$ cat src/rtl/byteena_regfile.sv
// byteena_regfile: DEPTH x (8*NBYTES) register file with per-byte write
// enables, selectable masking of disabled bytes, and a registered read port
// that forwards a same-cycle write to the same address (write-first).
module byteena_regfile #(
  parameter int NBYTES = 2,
  parameter int ADDR_W = 2
) (
  input  logic                  clk,
  input  logic                  reset,
  input  logic                  wr_en,
  input  logic [ADDR_W-1:0]     wr_addr,
  input  logic [NBYTES-1:0]     byteena,
  input  logic [8*NBYTES-1:0]   wr_data,
  input  logic                  mask_mode,
  input  logic                  rd_en,
  input  logic [ADDR_W-1:0]     rd_addr,
  output logic [8*NBYTES-1:0]   rd_data,
  output logic                  rd_valid
);

  localparam int DEPTH = 2 ** ADDR_W;
  localparam int WIDTH = 8 * NBYTES;

  logic [WIDTH-1:0] mem [DEPTH];
  logic [WIDTH-1:0] merged_word;

  // Build the post-write word for wr_addr: enabled lanes take new data,
  // disabled lanes either keep the stored byte or are zeroed by mask_mode.
  always_comb begin
    merged_word = mem[wr_addr];
    for (int i = 0; i < NBYTES; i++) begin
      if (byteena[i]) begin
        merged_word[8*i +: 8] = wr_data[8*i +: 8];
      end else if (mask_mode) begin
        merged_word[8*i +: 8] = 8'h00;
      end
    end
  end

  // Storage update: reset clears every word and blocks any write that cycle.
  always_ff @(posedge clk) begin
    if (reset) begin
      for (int d = 0; d < DEPTH; d++) begin
        mem[d] <= '0;
      end
    end else if (wr_en) begin
      mem[wr_addr] <= merged_word;
    end
  end

  // Registered read port; a write to the same address in the same cycle is
  // forwarded so the reader sees the merged word rather than stale storage.
  always_ff @(posedge clk) begin
    if (reset) begin
      rd_data  <= '0;
      rd_valid <= 1'b0;
    end else begin
      rd_valid <= rd_en;
      if (rd_en) begin
        if (wr_en && (wr_addr == rd_addr)) begin
          rd_data <= merged_word;
        end else begin
          rd_data <= mem[rd_addr];
        end
      end
    end
  end

endmodule

$ cat config.mk
export PLATFORM = sky130hd
export DESIGN_NAME = byteena_regfile
export DESIGN_NICKNAME = d
export VERILOG_FILES = /design/src/rtl/byteena_regfile.sv
export SDC_FILE = /design/constraint.sdc
export NUM_CORES = 1
export LEC_CHECK = 0
export CORE_UTILIZATION = 38
export CTS_CLUSTER_DIAMETER = 30
export CTS_CLUSTER_SIZE = 40
export DETAILED_ROUTE_END_ITERATION = 8
export PLACE_DENSITY = 0.6
export SLEW_MARGIN = 5
export SYNTH_ARGS = -nofsm -noshare
export SYNTH_HDL_FRONTEND = slang
export SYNTH_SLANG_ARGS = --single-unit
$ cat constraint.sdc
create_clock -name clk -period 5.1 [get_ports clk]
set_input_delay 1.02 -clock clk [delete_from_list [all_inputs] [get_ports clk]]
set_output_delay 1.02 -clock clk [all_outputs]
set_load 0.03 [all_outputs]
==> qor.yml <==
global_route:
  use_met1: 0.253
  grt_start_max_net_pins: 33
  grt_use_total: 0.185
  use_met3: 0.0337
  grt.busiest_layer: "met2"
  grt_overflow: 0
  grt_pass1_wl_um: 15000
  antenna_found_initial: 0
  use_met2: 0.295
  grt_pass1_vias: 2578
timing:
  rsz0062_at_grt: "no"
  tightestPinTransition_ns: 1.01
  finalSetupTns_ns: 0
  fin_skew_ns: 0.00602
  hold_violations: 0
  slew_headroom: 0.326
  min_period_ns: 3.52
  drv_slew: 0
  period_share: 0.691
  setup_viol: 0
  fin_ws_ns: 1.58
  fmax_mhz: 284
route:
  routed_wl_um: 9490
  drc: 0
  drt-initial-drc-count: 176
  wl_per_cell_um: 19.9
  postRouteAntennaNets: 0
  viasPerCell: 5.33
  dr.pass1.iters: 4
  vias: 2541
placement:
  preCtsSetupSlack_ns: 1.15
  place.gp.congestion: 0.753
  dp_hpwl_um: 6400
  io_buffers: 43
cts:
  cts.reportedPaths.clkPinSlew_ns: 0.08
  cts_setup_buffers: 0
  cts_tree: "done"
  clock-sinks: 81
  cts_hold_buf: 0
  clockBufferDepth: 2
  cts_inserted_buffers: 9
  htree_levels: 3
  clockRootBuffer: "clkbuf_8"
  clock_latency_ns: 0.34
  ctsResizeCount: 0
yosys:
  yosys.area_share.simple: 0.135
  synth_seq_cells: 81
  synthTopCellsByCount: "nor2_1 (81), edfxtp_1 (64), mux4_2 (31), dfxtp_1 (17), nand2_1 (17)"
  synth_area_leaders: "edfxtp_1 (46%), mux4_2 (17%), dfxtp_1 (8.2%)"
  ys_seq_area_frac: 0.546
  synth_compound_area_frac: 0.106
  synth_top_area_cell: "edfxtp_1"
  synth_area_um2: 4140
  synth-edff-count: 64
  yosysWarnings: 0
  synth_adder_area_share: 0
  synthFlopType: "edfxtp_1"
  synth_top_family_by_area: "multiplexers"
  synth_nets: 325
  postSynthCellCount: 298
  yosysUniqueCellTypes: 25
  synthArstFlopShare: 0
  synth_top_area_frac: 0.464
  synth_most_common_cell: "nor2_1"
  synth.avg_cell_area_um2: 13.9
  synth_mux_area_frac: 0.175
  synth_xor_area_frac: 0.00423
die:
  rows: 37
  die_width_um: 106
  core_area_um2: 10500
  ioPinCount: 44
  die_h_um: 106
  fp.dieArea_um2: 11300
  start_util: 0.396
final_layout:
  antenna_cells: 0
  final_nets: 363
  multiInputGateArea_um2: 1740
  drive_above_1_share: 0.255
  seqCellArea_um2: 2260
  syn_to_final_growth_pct: 17.2
  fillers: 962
hold_path:
  hp-start: "rd_data[15]$_SDFFE_PP0P_"
  hold_path.class: "flip-flop to flip-flop"
  holdPathEnd: "rd_data[15]$_SDFFE_PP0P_"
  holdPathStages: 2
setup_path:
  timing.rr.start: "mem[3][3]$_DFFE_PP_"
  r2r_end: "rd_data[3]$_SDFFE_PP0P_"
  r2r_cells: 4
  worstPathArrival_ns: 3.49
  startpoint_type: "input port"
  rrSetupSlack_ns: 3.42
  cp_max_fo: 17
  setup.worst_path.end_class: "flip-flop"
  required_ns: 5.07
  criticalPathCategory: "input port to flip-flop"
power:
  cellPowerDensity_nw_per_um2: 298
  vdd_ir_drop_max_mv: 0.143
  p_leak_uw: 0.00162
run:
  drv_cap: 0
run_status:
  outcome: "completed"
stage by stage:
| step | cell area (µm²) | cells | util | hold WS (ns) | power, µW |
|---|---|---|---|---|---|
| after floorplan | 4140 | 298 | - | 0.605 | 938 |
| final | 4860 | 477 | 0.464 | 0.515 | 1450 |
| after CTS | 4860 | 477 | 0.464 | 0.518 | 1460 |
| after global routing | 4860 | 477 | 0.464 | 0.549 | 1510 |
| after detailed placement | 4680 | 461 | 0.447 | 0.506 | 1020 |
| after global placement | 4680 | 461 | 0.447 | 0.509 | 1020 |
how the worst max path moves through the flow:
| stage | startpoint | endpoint | slack (ns) | cells after the start |
|---|---|---|---|---|
| 2_1_floorplan | reset | mem[2][0]$_SDFFCE_PN0P_ | 2.45 | 5 |
| 3_3_place_gp | wr_addr[0] | mem[0][13]$_SDFFCE_PN0P_ | 1.18 | 5 |
| 3_5_place_dp | wr_addr[0] | mem[0][10]$_SDFFCE_PN0P_ | 1.15 | 5 |
| 4_1_cts | wr_addr[0] | mem[0][4]$_SDFFCE_PN0P_ | 1.51 | 5 |
| 5_1_grt | wr_addr[0] | mem[0][6]$_SDFFCE_PN0P_ | 1.41 | 5 |
| 6_report | wr_addr[0] | mem[0][8]$_SDFFCE_PN0P_ | 1.58 | 5 |
routing by layer:
metal  up-vias  wire, µm
met4         0        91
met1      1247      4040
met3         6       655
met2        79      4700
met5         -         0
li1       1209         -
final cells by class:
type	instances	share of cell area
Sequential cell	81	0.466
Clock buffer	16	0.0371
Tap cell	136	0.0350
Multi-Input combinational cell	191	0.358
Timing Repair Buffer	53	0.104
registers in the layout, summed over array words and instances, names as in the netlist:
| register | flops |
|---|---|
| mem | 64 |
| rd_data | 16 |
| rd_valid | 1 |
cell families after synthesis:
group,after synthesis
AND/OR/NAND/NOR,124
flip-flops,81
AO/OA/AOI/OAI,33
multiplexers,32
buffers and inverters,26
XOR/XNOR,2
report_power, final:
part,internal (µW),switching [µW],leakage [µW]
combinational,107,131,0.000724
clock,219,225,0.0000910
sequential,751,17.4,0.000809
critical path, stage by stage:
cell             delay, ns
clkdlybuf4s50_1       0.82
buf_4                 0.41
or3_1                 0.35
buf_4                 0.21
nand2b_1              0.66
cells in the final DEF (no fill, tap or decap), drive strengths merged, types with 2 or more instances in the layout:
cell type,Yosys,routed
nor2,83,83
edfxtp,64,64
clkdlybuf4s50,0,43
mux4,32,32
nand2,17,17
dfxtp,17,17
or2,16,16
a22oi,16,16
a311oi,16,16
clkbuf,10,16
buf,16,10
nand2b,4,4
xnor2,2,2
Power figures use the tool's default switching activity.
==> RTL edit: new RTL, same settings <==
`ADDR_W`: 2 -> 1.
--- a/src/rtl/byteena_regfile.sv
+++ b/src/rtl/byteena_regfile.sv
@@ -5,3 +5,3 @@
   parameter int NBYTES = 2,
-  parameter int ADDR_W = 2
+  parameter int ADDR_W = 1
 ) (
Interface: changed (resized rd_addr and wr_addr); port bits go from 44 to 42. No check against the original RTL was run, so the function may have changed too.
==> RTL edit against the unedited design <==
  * Register-to-register slack better by 0.28 ns
  * Die area is 40% lower
  * Area after synthesis is 40% lower
  * Final area is 39% lower
  * Total power is 42% lower
  * Routed wire length is 42% lower
  * Sequential cell count is 32 lower
  * Clock skew is 0.0016 ns lower
  * Worst setup slack better by 0.19 ns
  * Maximum frequency is 5.7% higher
  * Largest power group unchanged
  * Highest routed layer unchanged
==> RTL edit: results (changes against the unedited design) <==
Worst setup path
  – Max stage delay on crit path: 0.91 ns (was 0.82 ns)
  – Worst Path Arrival: 3.53 ns (was 3.49 ns)
  – RR Startpoint: mem[0][1]$_SDFFCE_PN0P_ (was mem[3][3]$_DFFE_PP_)
  – Worst Path Max Fanout: 19 (was 17)
  – RR Endpoint: rd_data[1]$_SDFFE_PP0P_ (was rd_data[3]$_SDFFE_PP0P_)
  – Register-to-register setup slack: 3.70 ns (was 3.42 ns)

Final layout
  – Fillers: 631 (was 962)
  – Bufs w/o clock: 45 (was 53)
  – Share of cells above drive strength 1: 17.1% (was 25.5%)
  – Multi-In Gates: 138 (was 191)
  – Inverters: 1 (was 0)
  – Register cell area after layout: 1300 um2 (was 2260 um2)
  – Largest regs: mem (32), rd_data (16), rd_valid (1) (was mem (64), rd_data (16), rd_valid (1))
  – NumNets Final: 265 (was 363)

Place
  – Placer Congestion: 0.680 (was 0.753)
  – Detailed Place HPWL: 3.50 mm (was 6.40 mm)
  – Buffers on Ports: 41 (was 43)

Global routing
  – GR Util met1: 23.4% (was 25.3%)
  – Met3 layer usage reported by global route: 2.97% (was 3.37%)
  – Vias in the first global route: 1709 (was 2578)
  – Largest net degree at the start of global routing: 22 (was 33)
  – First-pass GRT wire length: 8.60 mm (was 15.0 mm)

STA
  – Max-Slew Margin vs Limit: 36.2% (was 32.6%)
  – Hold slack: 0.488 ns (was 0.515 ns)

Routing
  – Routed wl met3: 168 um (was 655 um)
  – Wire length on met1: 2.65 mm (was 4.04 mm)
  – Routed len/inst: 17.3 um (was 19.9 um)
  – 1st-iter DRT viols: 85 (was 176)

Clock tree
  – Worst-Skew Late Latency: 0.29 ns (was 0.34 ns)
  – # clock sinks: 49 (was 81)
  – H-Tree Depth: 2 (was 3)
  – Total CTS buffers: 5 (was 9)

Outcome
  – Status: completed (unchanged)

Synth
  – Synth cell types: 20 (was 25)
  – Synth top cells by count: edfxtp_1, nor2_1, mux2_2 (was nor2_1, edfxtp_1, mux4_2)
  – Net Count, Synth: 229 (was 325)
  – EDFF count, synth: 32 (was 64)

Power
  – Net load switching power: 209 uW (was 373 uW)
  – Max IR drop VDD: 0.125 mV (was 0.143 mV)

Min path
  – Hold path start: rd_data[3]$_SDFFE_PP0P_ (was rd_data[15]$_SDFFE_PP0P_)
==> RTL edit: cell count changes after synthesis, sizes merged, moves of 17 or more <==
cell	change
nor2	-49
edfxtp	-32
mux2	+32
mux4	-32
nand2	-17
nand2b	+17
==> RTL edit: metrics by stage <==
stage | utilization [%] | cells | setup WS, ns
detailed placement | 45.9 | 310 | 1.44
global placement | 45.9 | 310 | 1.45
CTS | 47.3 | 317 | 1.74
finish | 47.3 | 317 | 1.77
global route | 47.3 | 317 | 1.65
floorplan | - | 204 | 2.58
==> RTL edit: power groups by stage <==
stage	clock [mW]	sequential (mW)	combinational [mW]
floorplan	0	0.480	0.0811
CTS	0.238	0.458	0.149
global placement	0	0.466	0.148
finish	0.229	0.458	0.148
detailed placement	0	0.467	0.148
global route	0.254	0.461	0.159
==> RTL edit: kinds of logic after synthesis <==
kind of cell	synth area share, %
AO/OA/AOI/OAI	9.88
multiplexers	21.1
buffers and inverters	4.41
flip-flops	52.7
AND/OR/NAND/NOR	11.3
XOR/XNOR	0.659
==> RTL edit: worst max-delay path by stage <==
stage                       start                       end  slack (ns)  cells past startpoint
after floorplan           wr_addr   mem[0][0]$_SDFFCE_PN0P_        2.58                      5
after global placement    wr_addr  rd_data[14]$_SDFFE_PP0P_        1.45                      5
after detailed placement  wr_addr  rd_data[14]$_SDFFE_PP0P_        1.44                      5
after CTS                 wr_addr   rd_data[1]$_SDFFE_PP0P_        1.74                      5
after global routing      wr_addr  rd_data[15]$_SDFFE_PP0P_        1.65                      5
final                     wr_addr   rd_data[1]$_SDFFE_PP0P_        1.77                      5
==> RTL edit: worst register-to-register path, cell delays in order, from the launching register on <==
cell,delay (ns)
edfxtp_1,0.41
mux2_2,0.28
a22oi_1,0.26
mux2_2,0.22
o22ai_1,0.08
